File: src/rtl/slc_config_sequencer.sv
// rtl/slc_config_sequencer.sv - loads, serialises and commits one super logic cell's config image
// Config words fill a shadow image; commit drains QEN, shifts the image MSB first, then latches once.
module slc_config_sequencer #(
  parameter int NUM_LC    = 8,
  parameter int SHIFT_DIV = 2,
  parameter int DRAIN_CYC = 2,
  localparam int IW = (NUM_LC > 1) ? $clog2(NUM_LC) : 1
) (
  input  logic          QCK,
  input  logic          QRTN,
  input  logic          cfg_valid,
  output logic          cfg_ready,
  input  logic [IW-1:0] cfg_idx,
  input  logic [3:0]    cfg_data,
  input  logic          commit,
  input  logic          user_qen,
  output logic          slc_qen,
  output logic          sdata,
  output logic          sclk_en,
  output logic          cfg_latch,
  output logic          busy,
  output logic          done,
  output logic          err
);

  localparam int W  = 4 * NUM_LC;
  localparam int BW = (W > 1) ? $clog2(W) : 1;
  localparam int DW = (SHIFT_DIV > 1) ? $clog2(SHIFT_DIV) : 1;
  localparam int RW = (DRAIN_CYC > 1) ? $clog2(DRAIN_CYC) : 1;

  localparam logic [BW-1:0] BIT_LAST   = BW'(W - 1);
  localparam logic [DW-1:0] DIV_LAST   = DW'(SHIFT_DIV - 1);
  localparam logic [RW-1:0] DRAIN_LAST = RW'(DRAIN_CYC - 1);

  typedef enum logic [2:0] {
    S_IDLE,
    S_DRAIN,
    S_SHIFT,
    S_LATCH,
    S_RESUME
  } state_t;

  state_t        state_q, state_d;
  logic [W-1:0]  image_q, image_d;
  logic [NUM_LC-1:0] mask_q, mask_d;
  logic [BW-1:0] bit_q, bit_d;
  logic [DW-1:0] div_q, div_d;
  logic [RW-1:0] drain_q, drain_d;
  logic          sdata_q, sdata_d;
  logic          sclk_en_q, sclk_en_d;
  logic          cfg_latch_q, cfg_latch_d;
  logic          busy_q, busy_d;
  logic          done_q, done_d;
  logic          err_q, err_d;

  logic [W-1:0]      wr_image;
  logic [NUM_LC-1:0] wr_mask;

  always_comb begin
    state_d  = state_q;
    image_d  = image_q;
    mask_d   = mask_q;
    bit_d    = bit_q;
    div_d    = div_q;
    drain_d  = drain_q;
    err_d    = 1'b0;
    wr_image = image_q;
    wr_mask  = mask_q;

    // A write landing in the commit cycle counts toward completeness.
    if (cfg_valid) begin
      wr_image[{cfg_idx, 2'b00} +: 4] = cfg_data;
      wr_mask[cfg_idx]                = 1'b1;
    end

    case (state_q)
      S_IDLE: begin
        image_d = wr_image;
        mask_d  = wr_mask;
        if (commit) begin
          if (&wr_mask) begin
            state_d = S_DRAIN;
            drain_d = '0;
          end else begin
            err_d = 1'b1;
          end
        end
      end
      S_DRAIN: begin
        if (drain_q == DRAIN_LAST) begin
          state_d = S_SHIFT;
          bit_d   = '0;
          div_d   = '0;
        end else begin
          drain_d = drain_q + 1'b1;
        end
      end
      S_SHIFT: begin
        if (div_q == DIV_LAST) begin
          div_d = '0;
          if (bit_q == BIT_LAST) begin
            state_d = S_LATCH;
          end else begin
            bit_d = bit_q + 1'b1;
          end
        end else begin
          div_d = div_q + 1'b1;
        end
      end
      S_LATCH: state_d = S_RESUME;
      S_RESUME: begin
        state_d = S_IDLE;
        mask_d  = '0;
      end
      default: state_d = S_IDLE;
    endcase

    // Outputs are registered from the next-state view so they line up with the state they describe.
    busy_d      = (state_d != S_IDLE);
    sdata_d     = (state_d == S_SHIFT) ? image_q[BIT_LAST - bit_d] : 1'b0;
    sclk_en_d   = (state_d == S_SHIFT) && (div_d == DIV_LAST);
    cfg_latch_d = (state_d == S_LATCH);
    done_d      = (state_d == S_RESUME);
  end

  always_ff @(posedge QCK or negedge QRTN) begin
    if (!QRTN) begin
      state_q     <= S_IDLE;
      image_q     <= '0;
      mask_q      <= '0;
      bit_q       <= '0;
      div_q       <= '0;
      drain_q     <= '0;
      sdata_q     <= 1'b0;
      sclk_en_q   <= 1'b0;
      cfg_latch_q <= 1'b0;
      busy_q      <= 1'b0;
      done_q      <= 1'b0;
      err_q       <= 1'b0;
    end else begin
      state_q     <= state_d;
      image_q     <= image_d;
      mask_q      <= mask_d;
      bit_q       <= bit_d;
      div_q       <= div_d;
      drain_q     <= drain_d;
      sdata_q     <= sdata_d;
      sclk_en_q   <= sclk_en_d;
      cfg_latch_q <= cfg_latch_d;
      busy_q      <= busy_d;
      done_q      <= done_d;
      err_q       <= err_d;
    end
  end

  assign cfg_ready = ~busy_q;
  assign slc_qen   = user_qen & ~busy_q;
  assign sdata     = sdata_q;
  assign sclk_en   = sclk_en_q;
  assign cfg_latch = cfg_latch_q;
  assign busy      = busy_q;
  assign done      = done_q;
  assign err       = err_q;

endmodule
File: config.mk
export PLATFORM = sky130hd
export DESIGN_NAME = slc_config_sequencer
export DESIGN_NICKNAME = d
export VERILOG_FILES = /design/src/rtl/slc_config_sequencer.sv
export SDC_FILE = /design/constraint.sdc
export NUM_CORES = 1
export LEC_CHECK = 0
export BUFFER_PORTS_ARGS = -buffer_cell sky130_fd_sc_hd__buf_4
export CAP_MARGIN = 10
export CORE_MARGIN = 10
export CORE_UTILIZATION = 55
export DETAILED_ROUTE_END_ITERATION = 12
export PLACE_DENSITY = 0.75
export SLEW_MARGIN = 10
export SYNTH_ARGS = -nofsm -noshare
export SYNTH_HDL_FRONTEND = slang
export SYNTH_SLANG_ARGS = --single-unit
export TNS_END_PERCENT = 20
File: constraint.sdc
create_clock -name QCK -period 6.9 [get_ports QCK]
set_input_delay 1.38 -clock QCK [delete_from_list [all_inputs] [get_ports QCK]]
set_output_delay 1.38 -clock QCK [all_outputs]
set_load 0.01 [all_outputs]
== Word-level counts from Yosys, hierarchy flattened ==
Cells that the tools add are included.
Storage, ports and cells
  register bits: 56
  bits of input ports: 12
  output and inout bits: 8
  word-level logic and storage cells: 72
Operators by class
  add/sub/neg operators: 5
  $lt $le $gt $ge: 3
  equal/unequal tests: 10
  shifts and indexed selects: 2
  muxes and demuxes: 28
  bitwise logic cells: 3
  reduce and logical (&&, ||, !) cells: 9
Operator list (number)
  32-bit bitwise mux: 1
  4-bit by 7-bit variable shift with 32-bit output, first input constant: 1
  4-bit by 7-bit indexed part select with 32-bit output: 1
  8-bit one-hot mux with 2 select lines: 1
  3-bit two-way mux: 5
  5-bit two-way mux: 3
  3-bit by 2-bit == test with 1-bit output, second input constant: 4
  3-bit one-hot mux with 4 select lines: 1
  1-bit two-way mux: 11
  5-bit one-hot mux with 2 select lines: 1
  8-bit two-way mux: 1
  8-bit bitwise OR: 1
  8-bit AND reduction: 1
  5-bit negation with 7-bit output: 1
  3-bit == test, second input constant: 2
  5-bit by 6-bit < comparator with 1-bit output, second input constant: 1
  5-bit by 1-bit adder with 5-bit output, second input constant: 1
  1-bit binary-select mux with 5-bit select: 1
  5-bit == test, second input constant: 1
  5-bit subtractor, first input constant: 1
  3-bit by 4-bit < comparator with 1-bit output, second input constant: 1
  2-bit != test, second input constant: 2
  1-bit one-hot mux with 2 select lines: 2
  2-bit nonzero test: 2
  11 further kinds: 13

== Longest topological paths before layout ==
  depth in word-level cells: 12
  depth in mapped cells: 10
  gate-level depth less buffers: 9

== Least setup slack after synthesis ==
No wires, ideal clock.
  kind: input -> register
  start: input port cfg_idx[0]
  end: register image_q[20]
  library setup time: 0.125 ns
  arrival time: 3.331 ns
  data required time: 6.775 ns
  slack: 3.445 ns
  stages: 7
  buffers on the path: 1
  cell sequence: buf_2 > inv_1 > ha_1 > ha_1 > or3_1 > nor3b_1 > mux2_2
On the way
  longest elaborated chain between the ends: 3
  elaborated cells between the ends (all ways): 4
  those cells by class: 1 x add/sub; 2 x shift; 1 x mux
Ends and longest elaborated chain
  start: declaration: RTL line 13  | input logic [IW-1:0] cfg_idx,
  5-bit negation with 7-bit output (*): RTL line 72  | wr_image[{cfg_idx, 2'b00} +: 4] = cfg_data;
  4-bit by 7-bit indexed part select with 32-bit output or 4-bit by 7-bit variable shift with 32-bit output (tied branches): RTL line 72
  32-bit bitwise mux (*): RTL line 72
  end signal: assignment: RTL line 142  | image_q <= image_d;
  end: declaration: RTL line 44  | logic [W-1:0] image_q, image_d;
Mark *: on every way between the ends. The rest lies on a longest branch, timed or not.
A chain may end at the register's enable or synchronous reset.

== Final worst setup path ==
  start: input port cfg_idx[0]
  end: register image_q[27]
Same word-level chain as after synthesis.

==> results.toml <==
[setup_path]
critPathLaunchType = "input pin"
critical_path_class = "input pin to flop"
crit_path_end_kind = "flop"
worstPathMaxFanout = 14
cp.required_ns = 7.10
crit_arrival_ns = 3.55

[floorplanning]
dieHeight_um = 92.43
die_w_um = 92.43
ios = 20
num_rows = 26
die-area_um2 = 8543
core_area_um2 = 5107
initial_core_util_pct = 56.49

[detailed_routing]
post_drt_wl_per_cell_um = 16.52
firstDrtPassIters = 4
drc = 0
via_per_inst = 5.679
wl_um = 5815
via_count = 1999
final_antenna_net_count = 0
drt_iter0_markers = 69

[power]
power_density_nw_per_um2 = 172.0
power.total_mw = 0.5430
vdd_drop_max_uv = 81.97
p_leak_nw = 1.589

[clock_tree]
cts_tree = "done"
htreeDepth = 2
clk_latency_ns = 0.31
clockBufferDepth = 2
hold_buffers = 0
cts.sinks = 56
cts_resized = 0
clk_pin_slew_ns = 0.09
post_cts_buffers = 0
cts_buffers = 5
root_buffer = "clkbuf_8"

[timing]
maxSlewViolCount = 0
hold_viol = 0
setup_ws_ns = 3.543
maxSlewHeadroom_pct = 43.59
clock_skew_ns = 0.009300
max_freq_mhz = 297.9
tightest_slew_ns = 0.8397
finalSetupViolCount = 0
fin_crit_sh_pct = 48.65
min_period_ns = 3.357
rsz0062_at_grt = "no"
fin_hold_ws_ns = 0.4939
fin_setup_tns_ns = 0

[global_routing]
grt_usage_pct = 14.03
grt_max_degree = 57
grt_pass1_vias = 1970
grt_overflow = 0
antenna_found_initial = 0
grt_pass1_wl_um = 9742

[outcome]
outcome = "complete, no violations"

[synthesis]
synth-edff-count = 0
ys_seq_area_share_pct = 48.57
avgSynthCellArea_um2 = 11.01
synth_cells = 262
ys_types = 47
yosysWarnings = 0
synth_nets = 280
syn-cell-area_um2 = 2885
ys_ff_latch = 56
synth_top_flop_cell = "dfrtp_1"
async_flop_share_pct = 100.0

[cells_and_area]
final_util_pct = 61.81
final_cell_mix = "56 x dfrtp_1, 33 x mux2_2, 28 x nor2_1, 23 x nand2_1, 19 x buf_4"
antenna_cells = 0
areaGrowthSynthToFinish_pct = 9.410
fin_cells = 352
drive_gt1_share_pct = 24.11
num-nets-final = 299
layout_commonest_cell = "dfrtp_1"
final_area_um2 = 3157

[place]
place.gp.congestion = 0.7707
dpl.cell_count = 344
port_buffers = 19
dpl_worst_slack_ns = 3.192
dpl_cell_area_um2 = 3063
dp_hpwl_um = 4365

[worst_hold_path]
hold_class = "flop to flop"

[run]
drv_cap = 0
[cells by family after synthesis]
logic type / synth area share (%)
DFF: 48.57
adders and majority gates: 2.602
and+or+nand+nor: 18.82
AOI/OAI and AO/OA: 8.413
buffers and inverters: 3.252
muxes: 18.34
[worst paths after layout]
path                       startpoint     endpoint  slack (ns)  depth (start not counted)
max                        cfg_idx[0]  image_q[27]        3.54                          7
min in group asynchronous        QRTN        sdata        1.10                          1
max reg2reg                  bit_q[0]        sdata        3.97                          8
min                        image_q[1]   image_q[1]        0.49                          2
min reg2reg                image_q[1]   image_q[1]        0.49                          2
max in group asynchronous        QRTN  image_q[22]        5.34                          1
[state kept, by name, indices dropped and copies added, names as in the netlist, 3 cells and up]
register and count:
mask_q 8, state_q 3, image_q 32, bit_q 5
[worst max-delay path: stages]
cell     delay, ns
buf_4         0.17
inv_1         0.10
ha_1          0.21
ha_1          0.31
or3_1         0.42
nor3b_1       0.55
mux2_2        0.41
[metal layers]
| metal | routed length, µm | share of wire (%) | GRT usage (%) |
|---|---|---|---|
| met1 | 2605 | 45 | 17.63 |
| met3 | 183 | 3.1 | 3.471 |
| met5 | 0 | 0 | 0 |
| met2 | 2902 | 50 | 22.47 |
| met4 | 123 | 2.1 | 6.041 |
[cells in the mapped netlist (4+ instances only)]
master	count	area [µm²]
nor3_1	4	20.02
inv_1	9	33.78
o21ai_0	6	30.03
ha_1	6	75.07
nand2_1	23	86.33
mux2i_1	9	90.09
nand2b_1	4	25.02
nor2_1	28	105.1
dfrtp_1	56	1401
and3_1	9	56.30
nor2b_1	5	31.28
mux2_2	33	371.6
a21oi_1	7	35.03
nand3_1	8	40.04
[report_power, final]
group | switching (mW) | total (mW) | internal, mW
clock network | 0.104 | 0.186 | 0.0818
registers | 0 | 0.328 | 0.328
logic | 0.0197 | 0.0293 | 0.00962
[area by class of cell]
cell class	count	area (µm²)
clock buffers	7	86.33
multi-input cells	188	1390
fillers	437	1951
well taps	70	87.58
repair buffers	19	142.6
flip-flops and latches	56	1401
clock inverters	1	7.507
inverters	11	41.29
(Power assumes the default switching activity.)
